File: src/rtl/mem_access.sv
// Memory-access stage: one load/store per instruction over a valid/ready dmem port, stalls execute meanwhile.
// Optional `MEM_MISALIGN_EXCEPT_EN: misaligned H/W accesses trap instead of being issued at the aligned address.
package mem_access_pkg;
  typedef logic [31:0] reg_data_t;

  typedef enum logic [1:0] {MEM_NONE = 2'd0, MEM_LOAD = 2'd1, MEM_STORE = 2'd2} mem_op_e;
  typedef enum logic [1:0] {MEM_B = 2'd0, MEM_H = 2'd1, MEM_W = 2'd2} mem_size_e;
  typedef enum logic [3:0] {
    EXCEPT_NONE           = 4'd0,
    EXCEPT_MISALIGN_LOAD  = 4'd4,
    EXCEPT_MISALIGN_STORE = 4'd6
  } except_code_e;

  typedef struct packed {
    logic         valid;
    except_code_e code;
  } except_t;

  typedef struct packed {
    mem_op_e   mem_op;
    mem_size_e mem_size;
    logic      mem_signed;
  } decode_t;

  typedef struct packed {
    logic        valid;
    logic [31:0] pc;
    logic [4:0]  rd;
    decode_t     decode;
    except_t     except;
  } issued_instr_t;

  typedef struct packed {
    logic [1:0] priv;
    logic       irq_en;
  } program_state_t;
endpackage

module mem_access
  import mem_access_pkg::*;
#(
  parameter int ADDR_W = 32,
  parameter int DATA_W = 32
) (
  input  logic                  i_clk,
  input  logic                  i_rst,
  input  program_state_t        i_ps,
  input  issued_instr_t         i_instr,
  input  reg_data_t             i_data,
  input  reg_data_t             i_store_data,
  input  logic                  i_flush,
  output logic                  o_stall,
  output issued_instr_t         o_instr,
  output reg_data_t             o_data,
  output logic                  o_dmem_req_valid,
  input  logic                  i_dmem_req_ready,
  output logic                  o_dmem_we,
  output logic [ADDR_W-1:0]     o_dmem_addr,
  output logic [DATA_W-1:0]     o_dmem_wdata,
  output logic [DATA_W/8-1:0]   o_dmem_wstrb,
  input  logic                  i_dmem_resp_valid,
  input  logic [DATA_W-1:0]     i_dmem_rdata
);

  localparam int STRB_W = DATA_W / 8;

  typedef enum logic [1:0] {S_IDLE, S_REQ, S_WAIT, S_DRAIN} state_e;

  state_e            state_q, state_d;
  issued_instr_t     instr_q, instr_d;
  issued_instr_t     out_instr_q, out_instr_d;
  reg_data_t         addr_q, addr_d;
  reg_data_t         out_data_q, out_data_d;
  logic [DATA_W-1:0] wdata_q, wdata_d;
  logic [STRB_W-1:0] wstrb_q, wstrb_d;

  logic              is_mem;
  logic              trap;
  logic [1:0]        st_lane;
  logic [1:0]        ld_lane;
  logic [DATA_W-1:0] st_wdata;
  logic [STRB_W-1:0] st_wstrb;
  logic [DATA_W-1:0] ld_shift;
  reg_data_t         ld_data;

  // Program state is carried alongside the pipe elsewhere; nothing here consumes it.
  logic unused_ps;
  assign unused_ps = ^i_ps;

  // Misaligned low address bits are dropped: H keeps only bit 1, W keeps none.
  function automatic logic [1:0] eff_lane(input mem_size_e sz, input logic [1:0] a);
    case (sz)
      MEM_B:   return a;
      MEM_H:   return {a[1], 1'b0};
      default: return 2'b00;
    endcase
  endfunction

  assign is_mem = i_instr.valid &&
                  (i_instr.decode.mem_op == MEM_LOAD || i_instr.decode.mem_op == MEM_STORE);

`ifdef MEM_MISALIGN_EXCEPT_EN
  logic misaligned;
  assign misaligned = (i_instr.decode.mem_size == MEM_H && i_data[0]) ||
                      (i_instr.decode.mem_size == MEM_W && i_data[1:0] != 2'b00);
  assign trap = is_mem && misaligned;
`else
  assign trap = 1'b0;
`endif

  // Store lane formatting, computed from the incoming instruction at capture time.
  assign st_lane = eff_lane(i_instr.decode.mem_size, i_data[1:0]);

  // NOTE: every variable written in an always_comb gets a default first, so no path infers a latch.
  always_comb begin
    st_wdata = i_store_data[DATA_W-1:0];
    st_wstrb = '1;
    case (i_instr.decode.mem_size)
      MEM_B: begin
        st_wdata = {(DATA_W/8){i_store_data[7:0]}};
        st_wstrb = STRB_W'(1) << st_lane;
      end
      MEM_H: begin
        st_wdata = {(DATA_W/16){i_store_data[15:0]}};
        st_wstrb = STRB_W'(3) << st_lane;
      end
      default: ;
    endcase
  end

  // Load lane extraction from the captured size/sign and address.
  assign ld_lane  = eff_lane(instr_q.decode.mem_size, addr_q[1:0]);
  assign ld_shift = i_dmem_rdata >> {ld_lane, 3'b000};

  always_comb begin
    ld_data = i_dmem_rdata;
    case (instr_q.decode.mem_size)
      MEM_B: ld_data = instr_q.decode.mem_signed ? {{24{ld_shift[7]}}, ld_shift[7:0]}
                                                 : {24'b0, ld_shift[7:0]};
      MEM_H: ld_data = instr_q.decode.mem_signed ? {{16{ld_shift[15]}}, ld_shift[15:0]}
                                                 : {16'b0, ld_shift[15:0]};
      default: ;
    endcase
  end

  // NOTE: synchronous reset sampled on the clock edge; all sequential state uses non-blocking assignments.
  always_ff @(posedge i_clk) begin
    if (i_rst) state_q <= S_IDLE;
    else       state_q <= state_d;
  end

  always_comb begin
    state_d     = state_q;
    instr_d     = instr_q;
    addr_d      = addr_q;
    wdata_d     = wdata_q;
    wstrb_d     = wstrb_q;
    out_instr_d = '0;
    out_data_d  = '0;
    case (state_q)
      S_IDLE: begin
        if (!i_flush) begin
          if (trap) begin
            out_instr_d              = i_instr;
            out_instr_d.except.valid = 1'b1;
            out_instr_d.except.code  = (i_instr.decode.mem_op == MEM_LOAD) ?
                                       EXCEPT_MISALIGN_LOAD : EXCEPT_MISALIGN_STORE;
            out_data_d               = i_data;
          end else if (is_mem) begin
            instr_d = i_instr;
            addr_d  = i_data;
            wdata_d = st_wdata;
            wstrb_d = (i_instr.decode.mem_op == MEM_STORE) ? st_wstrb : '0;
            state_d = S_REQ;
          end else begin
            out_instr_d = i_instr;
            out_data_d  = i_data;
          end
        end
      end
      S_REQ: begin
        if (i_dmem_req_ready) begin
          if (instr_q.decode.mem_op == MEM_LOAD) begin
            state_d = i_flush ? S_DRAIN : S_WAIT;
          end else begin
            // The store has left even when flushed; only its writeback is suppressed.
            state_d = S_IDLE;
            if (!i_flush) begin
              out_instr_d = instr_q;
              out_data_d  = addr_q;
            end
          end
        end else if (i_flush) begin
          state_d = S_IDLE;
        end
      end
      S_WAIT: begin
        if (i_flush) begin
          state_d = i_dmem_resp_valid ? S_IDLE : S_DRAIN;
        end else if (i_dmem_resp_valid) begin
          state_d     = S_IDLE;
          out_instr_d = instr_q;
          out_data_d  = ld_data;
        end
      end
      S_DRAIN: begin
        // A flush here has nothing left to kill; the orphaned response still retires the drain.
        if (i_dmem_resp_valid) state_d = S_IDLE;
      end
      default: state_d = S_IDLE;
    endcase
  end

  always_ff @(posedge i_clk) begin
    if (i_rst) begin
      instr_q     <= '0;
      addr_q      <= '0;
      wdata_q     <= '0;
      wstrb_q     <= '0;
      out_instr_q <= '0;
      out_data_q  <= '0;
    end else begin
      instr_q     <= instr_d;
      addr_q      <= addr_d;
      wdata_q     <= wdata_d;
      wstrb_q     <= wstrb_d;
      out_instr_q <= out_instr_d;
      out_data_q  <= out_data_d;
    end
  end

  always_comb begin
    o_stall          = (state_q != S_IDLE);
    o_dmem_req_valid = (state_q == S_REQ);
    o_dmem_we        = (instr_q.decode.mem_op == MEM_STORE);
    o_dmem_addr      = {addr_q[ADDR_W-1:2], 2'b00};
    o_dmem_wdata     = wdata_q;
    o_dmem_wstrb     = wstrb_q;
    o_instr          = out_instr_q;
    o_data           = out_data_q;
  end

endmodule

File: config.mk
export PLATFORM = sky130hd
export DESIGN_NAME = mem_access
export DESIGN_NICKNAME = d
export VERILOG_FILES = /design/src/rtl/mem_access.sv
export SDC_FILE = /design/constraint.sdc
export NUM_CORES = 1
export LEC_CHECK = 0
export CORE_ASPECT_RATIO = 0.6
export CORE_MARGIN = 8
export CORE_UTILIZATION = 45
export CTS_CLUSTER_DIAMETER = 100
export DETAILED_ROUTE_END_ITERATION = 7
export PLACE_DENSITY = 0.8
export RECOVER_POWER = 50
export SYNTH_ARGS = -nofsm -noshare
export SYNTH_HDL_FRONTEND = slang
export SYNTH_SLANG_ARGS = --single-unit
File: constraint.sdc
create_clock -name i_clk -period 2.48 [get_ports i_clk]
set_input_delay 0.62 -clock i_clk [delete_from_list [all_inputs] [get_ports i_clk]]
set_output_delay 0.62 -clock i_clk [all_outputs]
set_load 0.01 [all_outputs]
==> flow_summary.json, run 1 <==
{
  "outcome": "completed",
  "p_int_w": 0.00551,
  "cts.reportedPaths.clkPinSlew_ns": 0.07,
  "detail_route.wl_per_cell_um": 20.9,
  "synthFlopType": "dfxtp_1",
  "end_kind": "output pin",
  "fin_hold_ws_ns": 0.454,
  "first_iter_violations": 829,
  "die_h_um": 122,
  "cts_tree": "done",
  "worstPathMaxFanout": 11,
  "gr-total-overflow": 0,
  "drive_gt1_share_pct": 7.90,
  "cts_hold_buffers": 0,
  "grt.total_usage_pct": 25.8,
  "area_growth_syn_to_layout_pct": 45.5,
  "post-route-min-period_ns": 2.42,
  "antenna_found_initial": 3,
  "syn-cell-area_um2": 8400,
  "syn_avg_cell_area_um2": 8.20,
  "tightest_slew_ns": 1.11,
  "p_sw_w": 0.00207,
  "portBuffers": 297,
  "fp.coreArea_um2": 18200,
  "grt_pass1_wl_mm": 47.4,
  "power_density_nw_per_um2": 620,
  "relSlewSlack_pct": 26.0,
  "final.setup_skew_ns": 0.0142,
  "ys_types": 49,
  "ir_drop_uv": 459,
  "critPathRequiredTime_ns": 1.86,
  "cp.arrival_ns": 1.80,
  "rsz0062_at_grt": "no",
  "grt_pass1_vias": 8164,
  "hold_viol": 0,
  "place.gp.congestion": 0.968,
  "clock_path_buffers": 2,
  "vias_per_cell": 5.60,
  "root_buffer": "clkbuf_16",
  "setup_viol": 0,
  "fin_crit_sh_pct": 97.6,
  "clock.fmax_ghz": 0.413,
  "synth_cells": 1024,
  "ys_seq_area_share_pct": 47.2,
  "routed_wl_mm": 31.9,
  "synth-edff-count": 0,
  "yosysWarningCount": 0,
  "async_flop_share_pct": 0,
  "cts_buffers": 17,
  "fp.dieW_um": 192,
  "power_frac_seq_pct": 44.7,
  "drc": 0,
  "p_leak_nw": 4.89,
  "io_pins": 303,
  "startpoint_type": "flop",
  "grt_max_degree": 119,
  "power_w": 0.00757,
  "final_cell_mix": "nand2_1, dfxtp_1, clkdlybuf4s50_1",
  "p_sw_share_pct": 27.3,
  "vias": 8517,
  "worst-setup-path-type": "flop to output pin",
  "drv_slew": 0,
  "die_area_um2": 23400,
  "drv_cap": 0,
  "nFillCells": 1511,
  "ctsHtreeMaxLevel": 4,
  "clkLatencyLatePin_ns": 0.43,
  "start_util_pct": 46.2,
  "firstDrtPassIters": 5,
  "ant_nets": 0,
  "layout_commonest_cell": "nand2_1",
  "p_clk_share_pct": 39.3,
  "post-dp-hpwl_mm": 22.8,
  "num_rows": 38,
  "p_comb_share_pct": 16.1,
  "num-nets-final": 1419,
  "yosys_register_bits": 198,
  "cts_sinks": 198,
  "min_path_type": "flop to flop"
}
-- worst paths after layout --
| path | slack, ns | depth (start not counted) | startpoint | to |
|---|---|---|---|---|
| max reg2reg | 0.46 | 4 | instr_q[6]$_SDFFE_PP0P_ | o_data[2]$_SDFF_PP0_ |
| min | 0.45 | 2 | o_dmem_wdata[0]$_SDFFE_PP0P_ | o_dmem_wdata[0]$_SDFFE_PP0P_ |
| min reg2reg | 0.45 | 2 | o_dmem_wdata[0]$_SDFFE_PP0P_ | o_dmem_wdata[0]$_SDFFE_PP0P_ |
| max | 0.06 | 2 | state_q[0]$_SDFFE_PP0P_ | o_stall |
-- per-layer routing --
layer | up-vias | wire, um | GRT usage, %
li1 | 4042 | - | -
met1 | 4022 | 13600 | 34.8
met2 | 425 | 13700 | 38.0
met3 | 26 | 4180 | 10.7
met4 | 2 | 387 | 5.51
met5 | - | 13 | 0
-- stage by stage --
step	std cells	utilization (%)	area [um^2]	setup TNS (ns)	worst slack [ns]
floorplan	1025	-	8400	0	0.256
global placement	1484	63.4	11500	-68.62	-0.431
detailed placement	1484	63.4	11500	-73.40	-0.490
CTS	1516	67.0	12200	-0.000545	-0.000545
global route	1521	67.3	12200	0	0.0292
finish	1521	67.3	12200	0	0.0604
-- repair_timing --
action                                  4_1_cts  5_1_grt
gates cloned                                  0        2
gates resized for setup                       6        6
pin swaps                                     0        3
buffers inserted                              0        1
hold endpoints to repair                      0        0
endpoints found under the setup margin       49      110
-- cells by family after synthesis --
family / count (synthesis) / share of synthesized area [%]
and+or+nand+nor: 359 / 18.0
adders and majority gates: 1 / 0.149
AOI/OAI and AO/OA: 310 / 24.0
DFF: 198 / 47.2
muxes: 22 / 2.62
other: 1 / 0.0446
buffers and inverters: 133 / 8.01
-- flip-flops by register name (all words and copies together) (netlist names) --
name and count:
instr_q 48, o_dmem_wdata 32, o_dmem_wstrb 4, o_data 32
state_q 2, o_instr 48, addr_q 32
-- critical path, stage by stage, from the launching register on --
cell	delay, ns
dfxtp_2	0.47
or2_4	0.29
clkdlybuf4s50_1	0.61
-- Yosys cell counts, drive strengths merged (2+ instances only) --
cell type | instances | area, um^2
nand3 | 6 | 30.0
nor2b | 5 | 31.3
o211ai | 20 | 150
o221a | 6 | 67.6
o22ai | 13 | 81.3
a22oi | 79 | 593
nand2b | 8 | 50.1
and3 | 5 | 31.3
o211a | 13 | 130
a21o | 2 | 15.0
nor4 | 2 | 12.5
nand3b | 2 | 15.0
dfxtp | 198 | 3960
nand4 | 13 | 81.3
mux2i | 22 | 220
a311oi | 8 | 70.1
nor4b | 3 | 26.3
clkbuf | 57 | 214
or3 | 2 | 12.5
a21oi | 111 | 559
nand2 | 227 | 852
o21ai | 33 | 165
buf | 67 | 425
inv | 8 | 30.0
nor2 | 74 | 278
a31oi | 11 | 68.8
a211oi | 8 | 60.1
nor3 | 5 | 25.0
-- final cells by class --
class / count / area (um^2) / share of cell area (%)
Clock buffer: 19 / 453 / 3.71
Antenna cell: 2 / 5.00 / 0.0410
Tap cell: 240 / 300 / 2.46
Timing Repair Buffer: 345 / 3450 / 28.2
Clock inverter: 13 / 179 / 1.46
Sequential cell: 198 / 3970 / 32.5
Inverter: 9 / 33.8 / 0.276
Multi-Input combinational cell: 695 / 3830 / 31.4
-- power by group through the flow --
stage	Sequential, W	Clock (W)	Combinational [W]
2_1_floorplan	0.00348	0	0.000518
3_3_place_gp	0.00345	0	0.00120
3_5_place_dp	0.00346	0	0.00122
4_1_cts	0.00339	0.00301	0.00123
5_1_grt	0.00340	0.00312	0.00131
6_report	0.00338	0.00297	0.00122
Note: power is estimated with default switching activity, not from simulation.
==> run 2, diff against run 1 <==
- PLACE_DENSITY: 0.8 -> 0.9
==> run 2 against run 1 <==
- critical path depth rose by 9
- setup slack got worse by 0.018 ns
- first-iteration DRC count rose by 14%
- power barely moved
- sequential cell count did not move
- sequential power barely moved
- design area rose by 0.61%
- critical path type is now input port to flop
- critical endpoint is now o_dmem_wdata[27]$_SDFFE_PP0P_
==> flow_summary.json, run 2 (synthesized netlist as in run 1, its figures left out) <==
{
  "startpoint_type": "input port",
  "antenna_found_initial": 2,
  "outcome": "completed",
  "power_density_nw_per_um2": 617,
  "cts_sinks": 198,
  "grt.total_usage_pct": 26.9,
  "grt_pass1_vias": 8492,
  "fin_crit_sh_pct": 98.3,
  "rrSetupSlack_ns": 0.35,
  "r2r-end": "o_data[3]$_SDFF_PP0_",
  "worstPathMaxFanout": 15,
  "worst-setup-path-type": "input port to flop",
  "vias_per_cell": 5.86,
  "p_leak_nw": 4.90,
  "min_path_type": "flop to flop",
  "first_iter_violations": 943,
  "ctsHtreeMaxLevel": 4,
  "cpMostUsedCell": "buf_4",
  "clock.fmax_ghz": 0.410,
  "die_area_um2": 23400,
  "final_cell_mix": "nand2_1, dfxtp_1, clkdlybuf4s50_1",
  "cts_buffers": 17,
  "detail_route.wl_per_cell_um": 21.8,
  "area_growth_syn_to_layout_pct": 46.4,
  "fin_hold_ws_ns": 0.448,
  "io_pins": 303,
  "post-route-min-period_ns": 2.44,
  "drv_cap": 0,
  "pre_cts_slack_ns": -0.452,
  "routed_wl_mm": 33.3,
  "cts.reportedPaths.clkPinSlew_ns": 0.07,
  "cp.arrival_ns": 2.80,
  "rr_startpoint": "addr_q[0]$_SDFFE_PP0P_",
  "post-dp-hpwl_mm": 23.8,
  "place.gp.congestion": 0.958,
  "drive_gt1_share_pct": 8.18,
  "hold_viol": 0,
  "setup_viol": 0,
  "grtUsageMet1_pct": 34.3,
  "ant_nets": 0,
  "cts_tree": "done",
  "cts_hold_buffers": 0,
  "r2r_cells": 4,
  "critPathRequiredTime_ns": 2.84,
  "gr-total-overflow": 0,
  "layout_commonest_cell": "nand2_1",
  "crit_path_cell_trace": "clkdlybuf4s50_1 -> inv_1 -> ha_1 -> nand2b_1 -> buf_4 -> nor4_4 -> buf_6 -> buf_4 -> clkbuf_16 -> nand2_1 -> a21oi_1",
  "die_h_um": 122,
  "slowest_delay_ns": 0.52,
  "end_kind": "flop",
  "num_rows": 38,
  "fp.dieW_um": 192,
  "clock_path_buffers": 2,
  "endpoint": "o_dmem_wdata[27]$_SDFFE_PP0P_",
  "grt_pass1_wl_mm": 49.2,
  "drv_slew": 0,
  "num-nets-final": 1424,
  "vias": 8940,
  "setup_ws_ns": 0.0429,
  "portBuffers": 297,
  "grt-busiest-layer": "met2",
  "relSlewSlack_pct": 21.6,
  "final.setup_skew_ns": 0.0153,
  "post-route-util_pct": 67.7,
  "worstHoldStart": "o_dmem_wstrb[0]$_SDFFE_PP0P_",
  "firstDrtPassIters": 5,
  "grt_max_degree": 65,
  "grt_use_met3_pct": 11.5,
  "start_util_pct": 46.2,
  "clkLatencyLatePin_ns": 0.43,
  "root_buffer": "clkbuf_16",
  "fp.coreArea_um2": 18200,
  "rsz0062_at_grt": "yes",
  "drc": 0,
  "startpoint": "i_instr[8]",
  "met2_usage_pct": 40.9,
  "tightest_slew_ns": 1.18,
  "slowest_stage": "clkdlybuf4s50_1",
  "ir_drop_uv": 395
}
==> run 2: cell types whose count changed in the layout (fill, tap and decap cells not counted), sizes merged <==
cell and delta:
buf +5, bufinv +1, clkbuf -1, clkdlybuf4s50 +1, clkinv -2, clkinvlp +4, dlymetal6s2s -1, inv -2
==> run 2: power by group <==
| part | internal, W | total [W] | switching [W] |
|---|---|---|---|
| Clock | 0.00162 | 0.00294 | 0.00132 |
| Combinational | 0.000606 | 0.00126 | 0.000654 |
| Sequential | 0.00331 | 0.00338 | 0.0000683 |
==> run 2: how the worst min path moves through the flow <==
stage / end / slack [ns] / cells past startpoint
floorplan: instr_q[0]$_SDFFE_PP0P_ / 0.44 / 2
global placement: o_dmem_wdata[24]$_SDFFE_PP0P_ / 0.44 / 2
detailed placement: o_dmem_wdata[4]$_SDFFE_PP0P_ / 0.45 / 2
CTS: o_dmem_wdata[4]$_SDFFE_PP0P_ / 0.45 / 2
global route: instr_q[34]$_SDFFE_PP0P_ / 0.47 / 2
finish: o_dmem_wstrb[0]$_SDFFE_PP0P_ / 0.45 / 2
==> run 2: per-layer routing <==
metal | share of wire, % | wire length [um] | vias to the layer above
li1 | - | - | 4061
met1 | 39 | 12900 | 4214
met2 | 44 | 14700 | 604
met3 | 15 | 4950 | 61
met4 | 2.6 | 854 | 0
met5 | 0 | 0 | -
==> run 2: timing repair <==
action	4_1_cts	5_1_grt
resized for setup	3	7
setup buffers	0	1
cloned	0	3
endpoints found under the setup margin	6	70
pin swaps	0	1
==> run 2: cell type report <==
cell class / instances / area (um^2)
multi-input cells: 695 / 3830
clock inverters: 14 / 189
diodes: 2 / 5.00
well taps: 240 / 300
repair buffers: 350 / 3540
inverters: 9 / 33.8
flip-flops and latches: 198 / 3970
clock buffers: 18 / 429
fillers: 1390 / 5870
==> run 2: stage by stage <==
stage / total power (W) / TNS [ns] / area [um^2] / cells
floorplan: 0.00400 / 0 / 8400 / 1025
global route: 0.00784 / -0.132 / 12300 / 1526
finish: 0.00758 / 0 / 12300 / 1526
detailed placement: 0.00469 / -58.53 / 11600 / 1488
global placement: 0.00466 / -58.99 / 11600 / 1488
CTS: 0.00761 / -0.139 / 12200 / 1520
==> run 2: worst max-delay path: cells and delay by family <==
family | cells | cell delay [ns]
buffers and inverters | 6 | 1.26
and+or+nand+nor | 3 | 0.44
adders and majority gates | 1 | 0.33
AOI/OAI and AO/OA | 1 | 0.13
